==> src/rtl/ddr_line_ctrl.sv <==
// Cache-line adapter: one line request becomes BEATS MIG app_* commands plus write/read data beats.
// Optional DDR_LINE_HIT_EN keeps a one-line tag so repeat reads of the held line skip the MIG.
module ddr_line_ctrl #(
   parameter int DATA_W     = 128,
   parameter int BEATS      = 2,
   parameter int ADDR_W     = 27,
   parameter int CPU_ADDR_W = 30,
   parameter int ADDR_STEP  = 16
) (
   input  logic                        clk,
   input  logic                        rst,
   input  logic                        calib_done,
   input  logic                        req_valid,
   input  logic                        req_write,
   input  logic [CPU_ADDR_W-1:0]       req_addr,
   input  logic [DATA_W*BEATS-1:0]     req_wdata,
   output logic                        req_ready,
   output logic                        rsp_valid,
   output logic [DATA_W*BEATS-1:0]     rsp_rdata,
   output logic                        busy,
   output logic [ADDR_W-1:0]           app_addr,
   output logic [2:0]                  app_cmd,
   output logic                        app_en,
   input  logic                        app_rdy,
   output logic [DATA_W-1:0]           app_wdf_data,
   output logic [DATA_W/8-1:0]         app_wdf_mask,
   output logic                        app_wdf_wren,
   output logic                        app_wdf_end,
   input  logic                        app_wdf_rdy,
   input  logic [DATA_W-1:0]           app_rd_data,
   input  logic                        app_rd_data_valid,
   input  logic                        app_rd_data_end
);

   localparam int LINE_W = DATA_W * BEATS;
   localparam int WPL    = LINE_W / 32;
   localparam int WPL_LG = (WPL > 1) ? $clog2(WPL) : 0;
   localparam int CNT_W  = $clog2(BEATS + 1);
   localparam int BIDX_W = (BEATS > 1) ? $clog2(BEATS) : 1;
   localparam logic [CNT_W-1:0] BEATS_C = CNT_W'(BEATS);

   typedef enum logic [1:0] {IDLE, WR, RD, RESP} state_t;

   state_t             state_q;
   logic               alive_q;
   logic [ADDR_W-1:0]  base_q;
   logic [LINE_W-1:0]  wline_q;
   logic [LINE_W-1:0]  rdLine_q, rdLine_d;
   logic [LINE_W-1:0]  rspRdata_q;
   logic [CNT_W-1:0]   cmdCnt_q, cmdCnt_d;
   logic [CNT_W-1:0]   wdfCnt_q, wdfCnt_d;
   logic [CNT_W-1:0]   rdCnt_q, rdCnt_d;
   logic [ADDR_W-1:0]  reqBase;
   logic [BIDX_W-1:0]  wdfIdx;
   logic               cmdFire, wdfFire, rdFire, wrDone, rdDone, lineHit;
   logic               unusedRdDataEnd;

   assign unusedRdDataEnd = app_rd_data_end;

   // Line base in MIG address units; overflow wraps within ADDR_W.
   assign reqBase = ADDR_W'(req_addr >> WPL_LG) * ADDR_W'(BEATS * ADDR_STEP);
   assign wdfIdx  = (BEATS > 1) ? wdfCnt_q[BIDX_W-1:0] : '0;

   assign app_en       = (state_q == WR || state_q == RD) && (cmdCnt_q < BEATS_C);
   assign app_cmd      = (state_q == WR) ? 3'b000 : 3'b001;
   assign app_addr     = base_q + ADDR_W'(cmdCnt_q) * ADDR_W'(ADDR_STEP);
   assign app_wdf_wren = (state_q == WR) && (wdfCnt_q < BEATS_C);
   assign app_wdf_end  = app_wdf_wren;
   assign app_wdf_data = wline_q[wdfIdx*DATA_W +: DATA_W];
   assign app_wdf_mask = '0;

   assign req_ready = (state_q == IDLE) && calib_done && alive_q;
   assign busy      = (state_q != IDLE);
   assign rsp_valid = (state_q == RESP);
   assign rsp_rdata = rspRdata_q;

   assign cmdFire = app_en & app_rdy;
   assign wdfFire = app_wdf_wren & app_wdf_rdy;
   assign rdFire  = (state_q == RD) && app_rd_data_valid && (rdCnt_q < BEATS_C);

`ifdef DDR_LINE_HIT_EN
   logic [ADDR_W-1:0] tag_q;
   logic              tagValid_q;
   assign lineHit = tagValid_q && (tag_q == reqBase);
`else
   assign lineHit = 1'b0;
`endif

   // Next counter values let the FSM leave WR/RD in the same cycle the last beat is taken.
   always_comb begin
      cmdCnt_d = cmdCnt_q + CNT_W'(cmdFire);
      wdfCnt_d = wdfCnt_q + CNT_W'(wdfFire);
      rdCnt_d  = rdCnt_q + CNT_W'(rdFire);
      rdLine_d = rdLine_q;
      for (int b = 0; b < BEATS; b++) begin
         if (rdFire && rdCnt_q == CNT_W'(b)) begin
            rdLine_d[b*DATA_W +: DATA_W] = app_rd_data;
         end
      end
      wrDone = (cmdCnt_d == BEATS_C) && (wdfCnt_d == BEATS_C);
      rdDone = (rdCnt_d == BEATS_C);
   end

   always_ff @(posedge clk or posedge rst) begin
      if (rst) begin
         state_q    <= IDLE;
         alive_q    <= 1'b0;
         base_q     <= '0;
         wline_q    <= '0;
         rdLine_q   <= '0;
         rspRdata_q <= '0;
         cmdCnt_q   <= '0;
         wdfCnt_q   <= '0;
         rdCnt_q    <= '0;
`ifdef DDR_LINE_HIT_EN
         tag_q      <= '0;
         tagValid_q <= 1'b0;
`endif
      end else begin
         alive_q <= 1'b1;
         case (state_q)
            IDLE: begin
               if (req_valid && req_ready) begin
                  base_q   <= reqBase;
                  wline_q  <= req_wdata;
                  cmdCnt_q <= '0;
                  wdfCnt_q <= '0;
                  rdCnt_q  <= '0;
                  if (req_write) begin
                     state_q <= WR;
                     if (lineHit) rspRdata_q <= req_wdata;
                  end else if (lineHit) begin
                     state_q <= RESP;
                  end else begin
                     state_q <= RD;
                  end
               end
            end
            WR: begin
               cmdCnt_q <= cmdCnt_d;
               wdfCnt_q <= wdfCnt_d;
               if (wrDone) state_q <= RESP;
            end
            RD: begin
               cmdCnt_q <= cmdCnt_d;
               rdCnt_q  <= rdCnt_d;
               rdLine_q <= rdLine_d;
               if (rdDone) begin
                  state_q    <= RESP;
                  rspRdata_q <= rdLine_d;
`ifdef DDR_LINE_HIT_EN
                  tag_q      <= base_q;
                  tagValid_q <= 1'b1;
`endif
               end
            end
            RESP:    state_q <= IDLE;
            default: state_q <= IDLE;
         endcase
      end
   end

endmodule

==> config.mk <==
export PLATFORM = sky130hd
export DESIGN_NAME = ddr_line_ctrl
export DESIGN_NICKNAME = d
export VERILOG_FILES = /design/src/rtl/ddr_line_ctrl.sv
export SDC_FILE = /design/constraint.sdc
export NUM_CORES = 1
export LEC_CHECK = 0
export ABC_AREA = 1
export CORE_AREA = 2 2 330 332
export DETAILED_ROUTE_END_ITERATION = 16
export DIE_AREA = 0 0 332 334
export GPL_ROUTABILITY_DRIVEN = 1
export PLACE_DENSITY = 0.5
export REMOVE_ABC_BUFFERS = 1
export SLEW_MARGIN = 20
export SYNTH_ARGS = -nofsm -noshare
export SYNTH_HDL_FRONTEND = slang
export SYNTH_SLANG_ARGS = --single-unit
==> constraint.sdc <==
create_clock -name clk -period 41.2 [get_ports clk]
set_input_delay 12.36 -clock clk [delete_from_list [all_inputs] [get_ports clk]]
set_output_delay 12.36 -clock clk [all_outputs]
set_load 0.005 [all_outputs]
==> impl_metrics.py, run 1 <==
metrics = {
    "global_routing": {
        "grt_pass1_wl_um": 167000,
        "antenna_found_initial": 30,
        "grt_max_degree": 157,
        "grt_usage_pct": 19.9,
        "grt_pass1_vias": 25639,
        "grt_overflow_total": 0,
    },
    "timing": {
        "worst_pin_slew_ns": 1.02,
        "fmax_mhz": 38.6,
        "maxSlewViolCount": 0,
        "final_hold_viol_count": 0,
        "worst_slack_ns": 15.26,
        "relSlewSlack_pct": 31.8,
        "rsz0062_at_grt": "no",
        "period_share_pct": 63.0,
        "finClkSkew_ns": 0.0201,
        "period_needed_ns": 25.94,
        "setup_violations": 0,
        "setup_tns_ns": 0,
    },
    "clock_tree": {
        "cts-root-buf": "clkbuf_16",
        "cts.clk_slew.worst_paths_ns": 0.05,
        "htree_levels": 3,
        "cts_num_sinks": 799,
        "hold_buffers": 0,
        "cts-buffers-inserted": 95,
        "cts.repair.resized": 0,
        "cts_buffer_depth": 3,
        "cts_tree": "done",
        "clock_latency_ns": 0.67,
        "cts_setup_buffers": 0,
    },
    "placement": {
        "post-place-cells": 5591,
        "numPortBuffers": 827,
        "dpl.hpwl_um": 75700,
        "dp_slack_ns": 15.29,
        "gp_congestion": 0.848,
    },
    "final_layout": {
        "multiInputGateArea_um2": 10900,
        "fin_cells": 5771,
        "register_area_um2": 20000,
        "area_growth_pct": 38.1,
        "drive_above_1_share_pct": 7.51,
        "nNetsFinal": 4707,
        "nFillCells": 10791,
    },
    "pwr": {
        "netSwitchingPower_uw": 1100,
        "p_total_uw": 3300,
        "p_int_uw": 2200,
        "power.share.clock_pct": 25.5,
        "seqPwrFrac_pct": 38.4,
        "powerDensity_nw_per_um2": 73.3,
        "combPwrFrac_pct": 36.1,
        "power.leakage_uw": 0.0216,
        "peakVddDrop_v": 0.0000323,
        "power_switching_share_pct": 33.2,
    },
    "setup_path": {
        "path_cells": "clkdlybuf4s50_1, and3_1, clkdlybuf4s50_1",
        "crit_required_ns": 28.84,
        "crit_type": "input pin to output pin",
        "startpoint_type": "input pin",
        "cp.arrival_ns": 13.58,
        "r2r_setup_slack_ns": 36.14,
        "max_stage_delay_ns": 0.53,
        "end_kind": "output pin",
        "cp_slowest_cell": "clkdlybuf4s50_1",
        "rr_startpoint": "state_q[0]",
        "crit_path_start": "calib_done",
        "crit_path_frequent_cell": "clkdlybuf4s50_1",
        "path_buf_inv": 2,
        "cp_max_fo": 2,
        "r2r_end": "rsp_rdata[96]",
        "cpLargestDelayFamily": "buffers and inverters",
        "reg2reg_depth": 13,
    },
    "routing": {
        "routedWlPerCell_um": 19.6,
        "wirelength_um": 113000,
        "ant_nets": 0,
        "firstDrtPassIters": 5,
        "drtIter0Drc": 1495,
        "dr_total_vias": 26202,
        "via_per_inst": 4.54,
        "drc": 0,
    },
    "synthesis": {
        "ys.flop_type": "dfrtp_1",
        "yosys_warnings": 0,
        "synth_edf_count": 0,
        "synth_cell_types": 27,
        "yosysTopAreaCell": "dfrtp_1",
        "ys_seq_area_share_pct": 61.4,
        "syn_area_per_cell_um2": 9.22,
        "syn_inst": 3533,
        "synth.top_cell.area_share_pct": 61.4,
        "ys_seq_elements": 799,
        "async_reset_ff_share_pct": 100,
        "synthTopCellsByArea": "dfrtp_1 (61%), nand2_1 (17%), o21ai_0 (5.7%)",
        "synth_area_um2": 32600,
    },
    "floorplan": {
        "die_area_um2": 111000,
        "core_um2": 108000,
        "dieWidth_um": 332,
        "io_pins": 859,
        "die_y_um": 334,
        "start_util_pct": 30.2,
        "rows": 121,
    },
    "status": {
        "outcome": "finished clean",
    },
    "job": {
        "drv_cap": 0,
    },
    "worst_hold_path": {
        "hold_start": "rsp_rdata[219]",
        "hold_class": "register to register",
        "min_to": "rsp_rdata[219]",
        "whs_path_depth": 2,
    },
}
==> worst register-to-register path, stage by stage, from the launching register on <==
cell and delay [ns]:
dfrtp_1 0.42, inv_1 0.12, ha_1 0.29, nand3_4 0.73, inv_1 0.23, ha_1 0.27, inv_1 0.07, nand3_1 0.13
nor2_4 0.69, inv_8 0.44, buf_4 0.82, buf_4 0.50, nand2_1 0.17, nand2_1 0.06
==> layout by cell type, fill, tap and decap left out, types with 2 or more instances in the layout <==
master,netlist,final
inv_1,165,163
inv_8,0,2
clkbuf_1,103,24
buf_12,0,2
and3_1,3,3
buf_4,26,27
clkbuf_16,0,98
nor2_4,2,3
o21a_1,12,12
ha_1,10,10
o21ai_1,2,2
clkbuf_8,0,19
nand4_1,3,3
diode_2,0,17
clkdlybuf4s50_1,0,827
nor3_1,3,3
clkinv_2,0,11
xnor2_1,6,6
a21oi_1,143,143
clkinv_16,0,2
conb_1,2,23
o21ai_0,368,368
clkinv_4,0,2
mux2_2,147,147
nand3b_1,5,5
nor2_1,168,167
dfrtp_1,799,797
dfrtp_4,0,2
nand2_1,1436,1436
bufinv_16,0,5
nand3_1,14,14
xor2_1,8,8
==> final cells by class <==
cell class	count	share of cell area [%]
multi-input combinational	2355	24.2
antenna	17	0.0946
clock buffer	141	6.23
timing repair buffer	856	18.9
clock inverter	22	0.684
sequential	799	44.5
tap	1414	3.93
inverter	167	1.43
==> flip-flops by register name, indices dropped and copies added, names as in the netlist <==
register and flops:
alive_q 1, base_q 22, cmdCnt_q 2, rdCnt_q 2, rdLine_q 256, rsp_rdata 256, state_q 2, wdfCnt_q 2
wline_q 256
==> cell families after synthesis <==
family          count (synthesis)  synth area share, %
simple gates                 1636                 19.1
flops                         799                 61.4
compound gates                525                 8.16
buf+inv                       400                 5.47
mux                           147                 5.08
xor+xnor                       14                0.376
fa+ha+maj                      10                0.384
other cells                     2               0.0231
==> routing by layer <==
metal | share of wire [%] | wire [um] | vias up | global-route usage, %
met4 | 3.4 | 3850 | 22 | 7.57
met3 | 5.4 | 6090 | 189 | 5.09
met5 | 0.12 | 136 | - | 0
li1 | - | - | 12579 | -
met1 | 41 | 46500 | 12821 | 24.3
met2 | 50 | 56400 | 591 | 33.6
==> how the worst max path moves through the flow <==
| stage | to | depth (start not counted) |
|---|---|---|
| global placement | req_ready | 3 |
| detailed placement | req_ready | 3 |
| CTS | req_ready | 3 |
| finish | req_ready | 3 |
| floorplan | alive_q | 1 |
| global route | req_ready | 3 |
==> cells in the mapped netlist, types with 3 or more instances <==
master / n
and3_1: 3
buf_1: 12
ha_1: 10
dfrtp_1: 799
xnor2_1: 6
xor2_1: 8
buf_2: 81
nand4_1: 3
buf_4: 26
nand2_1: 1436
o21a_1: 12
clkbuf_1: 103
mux2_2: 147
inv_1: 165
o21ai_0: 368
a21oi_1: 143
nor2_1: 168
buf_6: 11
nand3_1: 14
nand3b_1: 5
nor3_1: 3
==> metrics by stage <==
stage	util (%)	cell area, um2	hold WS (ns)
detailed placement	38.8	41800	0.464
global route	41.7	45000	0.491
CTS	41.7	44900	0.478
finish	41.7	45000	0.472
global placement	38.8	41800	0.460
floorplan	-	31500	0.445
==> power groups by stage <==
stage / clock network [uW] / registers, uW / logic, uW
final: 841 / 1270 / 1190
after global routing: 899 / 1310 / 1320
after detailed placement: 0 / 1280 / 1210
after global placement: 0 / 1270 / 1200
after floorplan: 0 / 1280 / 521
after CTS: 868 / 1270 / 1220
No activity file was read; power rests on OpenSTA's default activity.
==> run 2: changes to the inputs <==
--- a/config.mk
+++ b/config.mk
@@ -6,9 +6,9 @@
 export NUM_CORES = 1
 export LEC_CHECK = 0
 export ABC_AREA = 1
-export CORE_AREA = 2 2 330 332
+export CORE_AREA = 2 2 338 340
 export DETAILED_ROUTE_END_ITERATION = 16
-export DIE_AREA = 0 0 332 334
+export DIE_AREA = 0 0 340 342
 export GPL_ROUTABILITY_DRIVEN = 1
 export PLACE_DENSITY = 0.5
 export REMOVE_ABC_BUFFERS = 1
==> constraint.sdc (replaced) <==
create_clock -name clk -period 23.8 [get_ports clk]
set_input_delay 7.14 -clock clk [delete_from_list [all_inputs] [get_ports clk]]
set_output_delay 7.14 -clock clk [all_outputs]
set_load 0.005 [all_outputs]
==> impl_metrics.py, run 2 (same netlist as run 1, synthesis figures left out) <==
metrics = {
    "floorplan": {
        "start_util_pct": 28.8,
        "core_um2": 113000,
        "dieWidth_um": 340,
        "rows": 124,
        "io_pins": 859,
        "die_area_um2": 116000,
        "die_y_um": 342,
    },
    "pwr": {
        "peakVddDrop_v": 0.0000616,
        "power.leakage_uw": 0.0217,
        "powerDensity_nw_per_um2": 127,
    },
    "final_layout": {
        "mostFrequentLayoutCell": "nand2_1",
        "drive_above_1_share_pct": 7.92,
        "nFillCells": 11452,
        "nNetsFinal": 4708,
        "final_cell_mix": "nand2_1 (1436), clkdlybuf4s50_1 (827), dfrtp_1 (797)",
        "area_growth_pct": 39.3,
        "post-route-cell-area_um2": 45400,
    },
    "setup_path": {
        "cp_slowest_cell": "clkdlybuf4s50_1",
        "end_kind": "output pin",
        "startpoint_type": "input pin",
        "crit_required_ns": 16.66,
        "max_stage_delay_ns": 0.54,
        "crit_type": "input pin to output pin",
        "cp_max_fo": 2,
        "path_cells": "clkdlybuf4s50_1, and3_1, clkdlybuf4s50_1",
        "cp.arrival_ns": 8.36,
        "crit_path_frequent_cell": "clkdlybuf4s50_1",
    },
    "global_routing": {
        "antenna_found_initial": 32,
        "grt_overflow_total": 0,
        "grt_pass1_vias": 25377,
        "grt_max_degree": 211,
        "grt_usage_pct": 18.7,
        "grt_pass1_wl_um": 165000,
    },
    "clock_tree": {
        "hold_buffers": 0,
        "cts_setup_buffers": 0,
        "cts-buffers-inserted": 96,
        "clock_latency_ns": 0.68,
        "htree_levels": 3,
        "cts_buffer_depth": 3,
        "cts-root-buf": "clkbuf_16",
        "cts.clk_slew.worst_paths_ns": 0.05,
        "cts_tree": "done",
        "cts.repair.resized": 0,
        "cts_num_sinks": 799,
    },
    "placement": {
        "dpl.hpwl_um": 74800,
        "gp_congestion": 0.836,
        "numPortBuffers": 827,
        "place_area_um2": 42000,
        "dp_slack_ns": 8.30,
    },
    "worst_hold_path": {
        "hold_class": "register to register",
    },
    "timing": {
        "worst_slack_ns": 8.30,
        "worst_pin_slew_ns": 1.16,
        "rsz0062_at_grt": "no",
        "period_share_pct": 65.1,
        "relSlewSlack_pct": 23.0,
        "fin_hold_ws_ns": 0.473,
        "fmax_mhz": 64.5,
        "maxSlewViolCount": 0,
        "setup_violations": 0,
        "final_hold_viol_count": 0,
        "finClkSkew_ns": 0.0460,
        "period_needed_ns": 15.50,
    },
    "routing": {
        "via_per_inst": 4.43,
        "firstDrtPassIters": 5,
        "dr_total_vias": 26117,
        "wirelength_um": 112000,
        "routedWlPerCell_um": 19.1,
        "ant_nets": 0,
        "drtIter0Drc": 1421,
        "drc": 0,
    },
    "status": {
        "outcome": "finished clean",
    },
    "job": {
        "drv_cap": 0,
    },
}
-- run 2: changes by cell type in the layout (fill, tap and decap cells not counted), sizes merged --
cell / change
clkinvlp: +2
bufinv: +4
diode: +9
inv: +5
clkinv: +4
-- run 2: report_power, final --
part	internal [uW]	switching [uW]
sequential	1940	240
clock	923	615
combinational	1010	1050
total	3870	1910
-- run 2: critical path: cells and delay by family --
family | cells | cell delay (ns)
buffers and inverters | 2 | 1.04
and+or+nand+nor | 1 | 0.18
-- run 2: routing by layer --
layer  track usage [%]  vias to the layer above  routed length [um]
li1                  -                    12608                   -
met1              22.9                    12721               46500
met2              30.8                      595               55500
met3              4.64                      177                6370
met4              8.96                       16                4010
met5                 0                        -                 108
-- run 2: per-stage QoR --
stage,std cells,TNS [ns],utilization [%],power [uW]
2_1_floorplan,3321,-5432.64,-,3110
3_3_place_gp,5689,0,37.1,4270
3_5_place_dp,5689,0,37.1,4300
4_1_cts,5867,0,40.1,5880
5_1_grt,5890,0,40.1,6170
6_report,5893,0,40.1,5780
-- run 2: path summary, 6_finish.rpt --
| kind | from | endpoint | slack [ns] | cells past startpoint |
|---|---|---|---|---|
| setup / recovery | calib_done | req_ready | 8.30 | 3 |
| hold / removal | rsp_rdata[170] | rsp_rdata[170] | 0.47 | 2 |
| setup reg to reg | state_q[0] | rsp_rdata[158] | 18.28 | 14 |
| hold reg to reg | rsp_rdata[170] | rsp_rdata[170] | 0.47 | 2 |
| max in group asynchronous | rst | wdfCnt_q[0] | 13.54 | 5 |
| min in group asynchronous | rst | rsp_rdata[134] | 6.99 | 2 |
-- run 2: final cells by class --
class	count	area, um2	share of cell area [%]
sequential	799	20000	44.1
multi-input combinational	2355	10900	24.0
timing repair buffer	856	8550	18.8
clock buffer	141	2820	6.22
tap	1512	1890	4.17
inverter	167	644	1.42
clock inverter	37	510	1.12
antenna	26	65.1	0.143
